`config.mk`:
```
export PLATFORM = sky130hd
export DESIGN_NAME = dual_rail_token_source
export DESIGN_NICKNAME = d
export VERILOG_FILES = /design/src/rtl/dual_rail_token_source.sv
export SDC_FILE = /design/constraint.sdc
export NUM_CORES = 1
export LEC_CHECK = 0
export ABC_AREA = 1
export BUFFER_PORTS_ARGS = -buffer_cell sky130_fd_sc_hd__buf_2
export CAP_MARGIN = 10
export CORE_ASPECT_RATIO = 0.7
export CORE_MARGIN = 8
export CORE_UTILIZATION = 40
export DETAILED_ROUTE_END_ITERATION = 12
export GPL_TIMING_DRIVEN = 0
export MAX_ROUTING_LAYER = met4
export PLACE_DENSITY = 0.67
export SLEW_MARGIN = 5
export SYNTH_ARGS = -nofsm -noshare
export SYNTH_HDL_FRONTEND = slang
export SYNTH_SLANG_ARGS = --single-unit
```
`constraint.sdc`:
```
create_clock -name clk -period 2.3 [get_ports clk]
set_input_delay 0.115 -clock clk [delete_from_list [all_inputs] [get_ports clk]]
set_output_delay 0.115 -clock clk [all_outputs]
set_load 0.05 [all_outputs]
```
`src/rtl/dual_rail_token_source.sv`:
```
// Clocked dual-rail token source: drains a small FIFO onto a two-phase or four-phase link,
// one token per handshake with a synchronised asynchronous acknowledge.
module dual_rail_token_source #(
   parameter string       ENC   = "TP",
   parameter int unsigned WIDTH = 1,
   parameter int unsigned DEPTH = 4
) (
   input  logic                     clk,
   input  logic                     rst,
   input  logic                     en,
   input  logic                     wr_valid,
   input  logic [WIDTH-1:0]         wr_data,
   output logic                     wr_ready,
   output logic [$clog2(DEPTH):0]   level,
   output logic                     busy,
   output logic [WIDTH-1:0][1:0]    out,
   input  logic                     ack
);

   localparam int unsigned AW   = $clog2(DEPTH);
   localparam bit          TP   = (ENC == "TP");
   localparam logic [AW:0] FULL = (AW+1)'(DEPTH);

   typedef enum logic [1:0] {IDLE, WAIT_ACK, WAIT_NACK} state_t;

   logic [WIDTH-1:0] mem [DEPTH];
   logic [AW-1:0]    wr_ptr;
   logic [AW-1:0]    rd_ptr;
   logic             ack_m;
   logic             ack_s;
   logic             phase;
   state_t           state;
   logic             push;
   logic             pop;
   logic             launch;
   logic [WIDTH-1:0] head;

   assign wr_ready = (level != FULL);

   always_comb begin
      head   = mem[rd_ptr];
      push   = wr_valid && wr_ready;
      launch = (state == IDLE) && en && (level != '0);
      // Two-phase completes when the echoed level matches the phase just sent.
      pop    = (state == WAIT_ACK) && (TP ? (ack_s == phase) : ack_s);
   end

   always_ff @(posedge clk) begin
      if (push) mem[wr_ptr] <= wr_data;
   end

   always_ff @(posedge clk or negedge rst) begin
      if (!rst) begin
         ack_m  <= 1'b0;
         ack_s  <= 1'b0;
         state  <= IDLE;
         phase  <= 1'b0;
         busy   <= 1'b0;
         out    <= '0;
         wr_ptr <= '0;
         rd_ptr <= '0;
         level  <= '0;
      end else begin
         ack_m <= ack;
         ack_s <= ack_m;
         if (push) wr_ptr <= wr_ptr + 1'b1;
         if (pop)  rd_ptr <= rd_ptr + 1'b1;
         case ({push, pop})
            2'b10:   level <= level + 1'b1;
            2'b01:   level <= level - 1'b1;
            default: ;
         endcase
         case (state)
            IDLE: begin
               if (launch) begin
                  state <= WAIT_ACK;
                  busy  <= 1'b1;
                  if (TP) begin
                     phase <= ~phase;
                     for (int unsigned b = 0; b < WIDTH; b++) begin
                        if (head[b]) out[b][1] <= ~out[b][1];
                        else         out[b][0] <= ~out[b][0];
                     end
                  end else begin
                     for (int unsigned b = 0; b < WIDTH; b++)
                        out[b] <= {head[b], ~head[b]};
                  end
               end
            end
            WAIT_ACK: begin
               if (pop) begin
                  if (TP) begin
                     state <= IDLE;
                     busy  <= 1'b0;
                  end else begin
                     out   <= '0;
                     state <= WAIT_NACK;
                  end
               end
            end
            WAIT_NACK: begin
               if (!ack_s) begin
                  state <= IDLE;
                  busy  <= 1'b0;
               end
            end
            default: begin
               state <= IDLE;
               busy  <= 1'b0;
            end
         endcase
      end
   end

endmodule
```
==> metrics, run 1 <==
Worst Path Max Fanout=8; Clk pin slew, worst setup/hold paths=about 0.09 ns; status=completed; Hold WS=approximately 0.042 ns; total grt overflow=0; Place WS=0.276 ns; Setup TNS=0 ns; Netlist cell types=24; VDD IR max=about 0.77 mV; CTS tree=built; DP Wirelength=between 1 and 1.5 mm; Pre-antenna DRT Iters=4; Placed Area=around 970 sq um; Port Buffers=12; Starting Density=0.417; DRT iter0 DRCs=16; DRC=0; Die Span X=between 70 and 80 microns; core footprint=2100 sq um; Slew headroom=0.796; synth warn=0; area grow syn2layout=15.6%; power density over the cells=roughly 1500 nW/um^2; largest net degree at the start of global routing=14; Seq cells post-synth=17; Critical Path End Type=flop; sequential share of the synthesized area=0.509; vias in the first global route=563; Post-Route Utilization=0.482; min-delay worst type=in2reg; worst endpoint data arrival time=2.22 ns; final hold vios=0; ANT nets after route=0; Pwr Total=1.50 mW; # fillers=between 200 and 250; WP data required=~2.5 ns; WHS Path Cells=1; DR vias/cell=approximately 4.4; Final Max Tran Viols=0; fmax=497 MHz; syn avg cell area=~10 sq um; CP Launch Type=flop; gpl congestion=around 0.70; R2R cell count=9; Layout Nets=~120; post-route cell area=about 1000 sq um; clock period minus worst slack=approximately 2.0 ns; flip-flop and latch area=445 sq um; Max-Cap Viols=0; FP Rows=14; worst skew pair latency=approximately 0.28 ns; Clock Sinks=17; clock root cell=clkbuf_4; H-tree depth=1; initial antenna violation count=0; Total Routing Usage GR=0.0854; post-CTS setup buffer count=0; share of cells above drive strength 1=0.275; Placed Cells=120; synthesized instance count=84; Worst-Margin Slew=between 0.3 and 0.4 ns; post-synth net total=96; critical path class=reg2reg; Setup Skew=between 0.005 and 0.006 ns; final wirelength=between 1 and 1.5 mm; die height=about 55 microns; TritonCTS Buffers=3; first-pass GRT wire length=between 2 and 2.5 mm; clk buf depth=2; io pins=13; leak pwr=about 0.5 nW; Wirelength per Cell=10.8 microns; antenna cells=0; area of the multi-input gates=roughly 370 sq um; setup ws final=around 0.29 ns; Final period util=0.874; RSZ-0062 raised after global routing=no; Post-Layout Cell Count=around 130; Post-Syn Area=about 880 sq um; final setup fails=0; die area=around 4000 sq um; Vias=around 560
[layout by cell type (no fill, tap or decap), drive strengths merged]
| master | count |
|---|---|
| nand2 | 21 |
| inv | 16 |
| dfrtp | 13 |
| buf | 12 |
| nor2 | 7 |
| ha | 5 |
| edfxtp | 4 |
| xor2 | 4 |
| clkbuf | 4 |
| nand3 | 4 |
| a21oi | 3 |
| dlygate4sd3 | 2 |
| nand3b | 1 |
| nand4 | 1 |
| xnor2 | 1 |
| o21ai | 1 |
| or2 | 1 |
| o21bai | 1 |
| fa | 1 |
[cells by family after synthesis]
| family | share of synthesized area |
|---|---|
| AND/OR/NAND/NOR | 0.221 |
| buffers and inverters | 0.0686 |
| flip-flops | 0.509 |
| XOR/XNOR | 0.0586 |
| AO/OA/AOI/OAI | 0.0486 |
| adder cells (fa/ha/maj) | 0.0943 |
[metal layers]
| layer | vias up | track usage | part of all wire |
|---|---|---|---|
| met3 | 0 | 0.0432 | 0.078 |
| met1 | 252 | 0.0934 | 0.45 |
| li1 | 292 | - | - |
| met2 | 14 | 0.134 | 0.47 |
| met5 | - | - | 0 |
| met4 | 0 | 0.0303 | 0 |
[path summary, 6_finish.rpt]
kind,start,to,slack [ns]
worst max-delay path,level[0]$_DFFE_PN0P_,level[2]$_DFFE_PN0P_,0.29
worst min-delay path,wr_data,mem[0]$_DFFE_PP_,0.04
worst max register to register,level[0]$_DFFE_PN0P_,level[2]$_DFFE_PN0P_,0.29
worst min register to register,ack_m$_DFF_PN0_,ack_s$_DFF_PN0_,0.36
max in group asynchronous,rst,wr_ptr[1]$_DFFE_PN0P_,1.83
min in group asynchronous,rst,out[0]$_DFFE_PN0P_,0.24
[worst max-delay path, cell delays in order (launching register included)]
cell     delay (ns)
dfrtp_1        0.45
nor2_4         0.19
nand2_4        0.09
nand2_8        0.09
ha_1           0.15
inv_1          0.07
fa_1           0.39
or2_2          0.30
nand2_1        0.08
xor2_1         0.14
[sequential cells by signal (all words and copies together) (netlist names)]
name,count
mem,4
level,3
wr_ptr,2
out,2
rd_ptr,2
ack_m,1
busy,1
phase,1
ack_s,1
[repair_timing]
action,CTS,global route
endpoints found under the setup margin,0,0
hold endpoints to repair,14,0
gates resized for setup,0,0
hold buffers,2,0
[final cells by class]
type / instances / area share
repair buffers: 14 / 0.0791
inverters: 16 / 0.0593
flip-flops and latches: 17 / 0.440
well taps: 24 / 0.0297
multi-input cells: 51 / 0.366
clock buffers: 4 / 0.0260
[where the power goes]
group / switching, mW / internal (mW) / total, mW
sequential: 0.111 / 0.431 / 0.542
clock: 0.0850 / 0.0673 / 0.152
combinational: 0.553 / 0.256 / 0.809
[synth_stat cells]
cell type / instances / area [sq um]
a21oi_1: 1 / 5.00
a21oi_2: 1 / 8.76
a21oi_4: 1 / 16.3
dfrtp_1: 13 / 325
edfxtp_1: 4 / 120
fa_1: 1 / 20.0
ha_1: 5 / 62.6
inv_1: 13 / 48.8
inv_2: 3 / 11.3
nand2_1: 19 / 71.3
nand2_4: 1 / 11.3
nand2_8: 1 / 20.0
nand3_1: 2 / 10.0
nand3_2: 2 / 20.0
nand3b_1: 1 / 7.51
nand4_1: 1 / 6.26
nor2_1: 5 / 18.8
nor2_4: 2 / 22.5
o21ai_0: 1 / 5.00
o21bai_1: 1 / 7.51
or2_2: 1 / 6.26
xnor2_1: 1 / 8.76
xor2_1: 3 / 26.3
xor2_2: 1 / 16.3
(Power assumes the default switching activity.)
==> run 2, diff against run 1 <==
--- a/config.mk
+++ b/config.mk
@@ -8,12 +8,13 @@
 export ABC_AREA = 1
 export BUFFER_PORTS_ARGS = -buffer_cell sky130_fd_sc_hd__buf_2
-export CAP_MARGIN = 10
+export CELL_PAD_IN_SITES_DETAIL_PLACEMENT = 1
+export CELL_PAD_IN_SITES_GLOBAL_PLACEMENT = 2
 export CORE_ASPECT_RATIO = 0.7
 export CORE_MARGIN = 8
-export CORE_UTILIZATION = 40
+export CORE_UTILIZATION = 34
 export DETAILED_ROUTE_END_ITERATION = 12
 export GPL_TIMING_DRIVEN = 0
 export MAX_ROUTING_LAYER = met4
-export PLACE_DENSITY = 0.67
+export PLACE_DENSITY = 0.83
 export SLEW_MARGIN = 5
 export SYNTH_ARGS = -nofsm -noshare
==> constraint.sdc (replaced) <==
create_clock -name clk -period 2.3 [get_ports clk]
set_input_delay 0.115 -clock clk [delete_from_list [all_inputs] [get_ports clk]]
set_output_delay 0.115 -clock clk [all_outputs]
set_load 0.02 [all_outputs]
==> run 2 against run 1 <==
  * Core utilization down 5.7 points
  * Final area is 3.1% higher
  * Global-route usage shrank 0.39 points
  * Wire length is 14% higher
  * Sequential share of layout area fell by 1.3 points
  * Register-to-register slack is essentially flat
  * Combinational power is 16% lower
  * Clock skew is 0.0044 ns lower
  * Clock power increased by 44%
  * Worst setup slack better by 0.0044 ns
  * Via count up 3.6%
  * Critical endpoint unchanged
  * Highest routed layer is now met4
==> metrics, run 2 (synthesized netlist as in run 1, its figures left out) <==
Slew headroom=0.803 (+0.00721); max reg flops=4 (unchanged); leak pwr=0.505 nW (+1.6%); Final period util=0.872 (-0.00191); Placed Area=978 sq um (+1.3%); Total Routing Usage GR=0.0815 (-0.00389); Wirelength per Cell=11.4 microns (+5.3%); DRT iter0 DRCs=15 (-1); Clk pin slew, worst setup/hold paths=0.06 ns (-0.03 ns); die height=58.5 microns (+6.0%); RSZ-0062 raised after global routing=no; Place WS=0.300 ns (+0.0235 ns); final setup fails=0 (unchanged); FP Rows=15 (+1); Setup Skew=0.000671 ns (-0.00437 ns); area grow syn2layout=19.1%; Final Max Tran Viols=0 (unchanged); Post-Layout Cell Count=136 (+7.9%); power density over the cells=1380 nW/um^2 (-7.0%); Pre-antenna DRT Iters=3 (-1); Largest Register=mem; share of cells above drive strength 1=0.275 (unchanged); vias in the first global route=638 (+13%); largest net degree at the start of global routing=14 (unchanged); Critical Path End Type=flop; Layout Nets=115 (unchanged); critical path class=reg2reg; antenna cells=0 (unchanged); initial antenna violation count=0 (unchanged); Worst-Margin Slew=0.295 ns (-0.0108 ns); post-CTS setup buffer count=0 (unchanged); gpl congestion=0.612 (-13%); commonest cells after routing, fill and taps aside=nand2_1, inv_1, dfrtp_1; ANT nets after route=0 (unchanged); CP Launch Type=flop; commonest non-fill, non-tap cell in the layout=nand2_1; Starting Density=0.356 (-0.0604); io pins=13 (unchanged); Port Buffers=12 (unchanged); Post-Route Utilization=0.424 (-0.0571); Die Span X=76.7 microns (+6.6%); status=completed; TritonCTS Buffers=3 (unchanged); final wirelength=1.55 mm (+14%); WP data required=2.48 ns (-0.03 ns); die area=4480 sq um (+13%); Pwr Total=1.44 mW (-4.1%); DRC=0 (unchanged); setup ws final=0.294 ns (+0.00438 ns); worst endpoint data arrival time=2.18 ns (-0.04 ns); DP Wirelength=1.25 mm (+12%); cts repair resizes=0 (unchanged); Setup TNS=0 ns (unchanged); min-delay worst type=in2reg; Hold WS=0.0851 ns (+0.0432 ns); total grt overflow=0 (unchanged); CTS tree=built; first-pass GRT wire length=2.89 mm (+19%); H-tree depth=1 (unchanged); Worst Path Max Fanout=8 (unchanged); top flop regs=mem: 4 flops, level: 3 flops; VDD IR max=0.693 mV (-9.6%); DR vias/cell=4.25 (-4.0%); Clock Sinks=17 (unchanged); worst skew pair latency=0.25 ns (-0.03 ns); post-route cell area=1040 sq um (+3.1%); clk buf depth=2 (unchanged); final hold vios=0 (unchanged); core footprint=2460 sq um (+17%); clock period minus worst slack=2.01 ns (-0.00438 ns); Placed Cells=130 (+8.3%); Vias=578 (+3.6%); fmax=498 MHz (+0.22%); Max-Cap Viols=0 (unchanged); clock root cell=clkbuf_8
[run 2: critical path: stages (launching register included)]
cell,delay [ns]
dfrtp_1,0.44
nor2_4,0.18
nand2_4,0.09
nand2_8,0.09
ha_1,0.16
inv_1,0.07
fa_1,0.38
or2_2,0.31
nand2_1,0.08
xor2_1,0.13
[run 2: what timing repair did]
action                                 in CTS  in global routing
setup endpoints to repair                   0                  0
endpoints found under the hold margin      14                  0
hold buffers                                2                  0
[run 2: cell type report]
type | instances | area (sq um)
well taps | 34 | 42.5
flip-flops and latches | 17 | 445
fillers | 290 | 1420
clock buffers | 4 | 45.0
repair buffers | 14 | 80.1
inverters | 16 | 60.1
multi-input cells | 51 | 370
[run 2: report_power, final]
part / switching (mW) / internal, mW
Combinational: 0.420 / 0.258
Sequential: 0.112 / 0.432
Clock: 0.0963 / 0.123
[run 2: worst paths after layout]
| kind | from | end | slack (ns) | cells past startpoint |
|---|---|---|---|---|
| min in group asynchronous | rst | out[1]$_DFFE_PN0P_ | 0.28 | 2 |
| min reg2reg | ack_m$_DFF_PN0_ | ack_s$_DFF_PN0_ | 0.35 | 0 |
| max in group asynchronous | rst | wr_ptr[0]$_DFFE_PN0P_ | 1.80 | 2 |
| min | wr_data | mem[1]$_DFFE_PP_ | 0.09 | 1 |
| max | level[0]$_DFFE_PN0P_ | level[2]$_DFFE_PN0P_ | 0.29 | 9 |
| max reg2reg | level[0]$_DFFE_PN0P_ | level[2]$_DFFE_PN0P_ | 0.29 | 9 |
[run 2: routing by layer]
layer / GRT usage / up-vias / share of wire
met4: 0.00817 / 0 / 0.0026
met1: 0.0888 / 274 / 0.45
met5: - / - / 0
met2: 0.129 / 11 / 0.47
met3: 0.0502 / 2 / 0.076
li1: - / 291 / -
==> run 3, diff against run 2 <==
Settings changed: CORE_UTILIZATION 34 to 31, PLACE_DENSITY 0.83 to unset, PLACE_DENSITY_LB_ADDON set to 0.12.
Clock period 2.3 ns to 1.6 ns, I/O delays scaled along.
==> run 3 against run 2 <==
  * The run now ends with setup timing left
  * Total power grew 62%
  * Worst setup slack lost 0.41 ns
  * Sequential cell count is the same
  * Die area grew 7.3%
  * Maximum frequency grew 17%
  * Sequential share of layout area shrank 3.5 points
  * Non-clock buffer count grew 9
  * Register-to-register slack lost 0.41 ns
  * Critical endpoint unchanged
==> metrics, run 3 (synthesized netlist as in run 1, its figures left out) <==
CP Cell Sequence=nor2_4 -> nand2_4 -> nand2_8 -> ha_4 -> inv_2 -> fa_2 -> or2_4 -> nand2_2 -> xor2_1; Seq pwr share=0.332 (-0.046); # fillers=315 (+8.6%); RSZ-0062 raised after global routing=yes; share of cells above drive strength 1=0.414 (+0.140); Setup TNS=-0.116 ns (-0.116 ns); CP max-delay cell=dfrtp_2; antenna cells=0 (unchanged); Post-Layout Cell Count=147 (+8.1%); gpl congestion=0.676 (+11%); area grow syn2layout=30.6%; Critical Path End Type=flop; Place WS=-0.245 ns (-0.545 ns); vias in the first global route=615 (-3.6%); Clk pin slew, worst setup/hold paths=0.07 ns (about the same); Clock Sinks=17 (unchanged); Vias=624 (+8.0%); Cell Int Power=1.35 mW (+65%); Pwr Total=2.33 mW (+62%); failing checks=setup timing; flop2flop setup slack=-0.12 ns (-0.41 ns); first-pass GRT wire length=2.77 mm (-4.1%); H-tree depth=1 (unchanged); setup ws final=-0.116 ns (-0.410 ns); Placed Cells=132 (+1.5%); CTS tree=built; WP data required=1.77 ns (-0.71 ns); min-delay worst type=in2reg; clock period minus worst slack=1.72 ns (-0.290 ns); initial antenna violation count=0 (unchanged); status=finished, violations left; clk buf depth=2 (unchanged); Final period util=1.07 (+0.200); Wirelength per Cell=11.7 microns (+2.1%); FP Rows=16 (+1); CP Launch Point=level[1]$_DFFE_PN0P_; Largest Register=mem; final wirelength=1.71 mm (+10%); slowest stage delay, CP=0.42 ns (-0.02 ns); flip-flop and latch area=448 sq um (+0.56%); VDD IR max=0.708 mV (+2.2%); power density over the cells=2040 nW/um^2 (+48%); Max-Cap Viols=0 (unchanged); Setup Skew=0.00202 ns (+0.00135 ns); core footprint=2740 sq um (+12%); FF-to-FF End=level[2]$_DFFE_PN0P_; R2R cell count=9 (unchanged); area of the multi-input gates=397 sq um (+7.1%); DRT iter0 DRCs=4 (-11); worst skew pair latency=0.25 ns (about the same); max reg flops=4 (unchanged); Placed Area=1000 sq um (+2.3%); Slew headroom=0.785 (-0.0177); Comb pwr share=0.532 (+0.062); fmax=583 MHz (+17%); io pins=13 (unchanged); worst endpoint data arrival time=1.89 ns (-0.29 ns); Switch Pwr=988 uW (+57%); die height=60.5 microns (+3.4%); Switching Share=0.423 (-0.0126); CP Launch Type=flop; largest net degree at the start of global routing=14 (unchanged); TritonCTS Buffers=3 (unchanged); commonest cells after routing, fill and taps aside=nand2_1, inv_1, buf_2; Layout Nets=124 (+7.8%); DR vias/cell=4.24 (-0.12%); Die Span X=79.5 microns (+3.7%); DP Wirelength=1.28 mm (+2.2%); Port Buffers=12 (unchanged); WHS Path Cells=1 (unchanged); Total Routing Usage GR=0.0768 (-0.00466); critical path class=reg2reg; commonest non-fill, non-tap cell in the layout=nand2_1; total grt overflow=0 (unchanged); die area=4810 sq um (+7.3%); r2r startpoint=level[1]$_DFFE_PN0P_; Clk pwr share=0.136 (-0.016); ANT nets after route=0 (unchanged); Final Max Tran Viols=0 (unchanged); final hold vios=0 (unchanged); clock root cell=clkbuf_8; Worst Path Max Fanout=3 (-5); leak pwr=0.552 nW (+9.2%); Worst-Margin Slew=0.322 ns (+0.0266 ns); top flop regs=mem: 4 flops, level: 3 flops; DRC=0 (unchanged); Starting Density=0.319 (-0.0369); Pre-antenna DRT Iters=2 (-1); final setup fails=1 (+1); crit path to=level[2]$_DFFE_PN0P_; post-route cell area=1140 sq um (+9.6%)
-- run 3: cell count changes in the layout (fill, tap and decap cells not counted), sizes merged --
cell | before | now
clkbuf | 4 | 3
buf | 12 | 21
clkinv | 0 | 1
-- run 3: layout make-up --
cell class                 count  share of cell area
clock buffer                   3              0.0361
inverter                      16              0.0525
tap                           36              0.0394
clock inverter                 1             0.00438
timing repair buffer          23               0.129
sequential                    17               0.392
multi-input combinational     51               0.347
-- run 3: worst min path at each step --
stage / slack [ns] / start / endpoint
detailed placement: -0.005 / rst / out[0]$_DFFE_PN0P_
CTS: 0.04 / wr_data / mem[0]$_DFFE_PP_
finish: 0.05 / wr_data / mem[0]$_DFFE_PP_
global route: 0.04 / wr_data / mem[0]$_DFFE_PP_
global placement: -0.01 / rst / out[0]$_DFFE_PN0P_
floorplan: -0.22 / rst / ack_m$_DFF_PN0_
-- run 3: power by group through the flow --
stage	combinational, mW	clock, mW	sequential [mW]
after global placement	1.02	0	0.792
after detailed placement	1.05	0	0.802
final	1.24	0.318	0.775
after global routing	1.38	0.351	0.797
after CTS	1.21	0.332	0.776
after floorplan	0.709	0	0.868
-- run 3: layer usage --
metal	GRT usage	part of all wire	wire [microns]
met3	0.0237	0.037	64
met5	-	0	0
met4	0.0236	0.015	26
met2	0.124	0.48	828
met1	0.0904	0.46	794
-- run 3: repair_timing --
action,CTS,global route
buffers inserted,7,2
gates resized for setup,2,1
hold endpoints to repair,14,0
hold buffers,2,0
setup endpoints to repair,2,2
pin swaps,8,3
-- run 3: worst max-delay path, delay by kind of cell (launching register included) --
family	cells	cell delay, ns
simple gates	5	0.58
fa+ha+maj	2	0.46
flops	1	0.42
xor+xnor	1	0.14
buf+inv	1	0.04
-- run 3: metrics by stage --
stage	hold slack (ns)	util
after floorplan	-0.216	-
after detailed placement	-0.00529	0.365
final	0.0495	0.417
after global routing	0.0440	0.417
after CTS	0.0428	0.410
after global placement	-0.0108	0.365
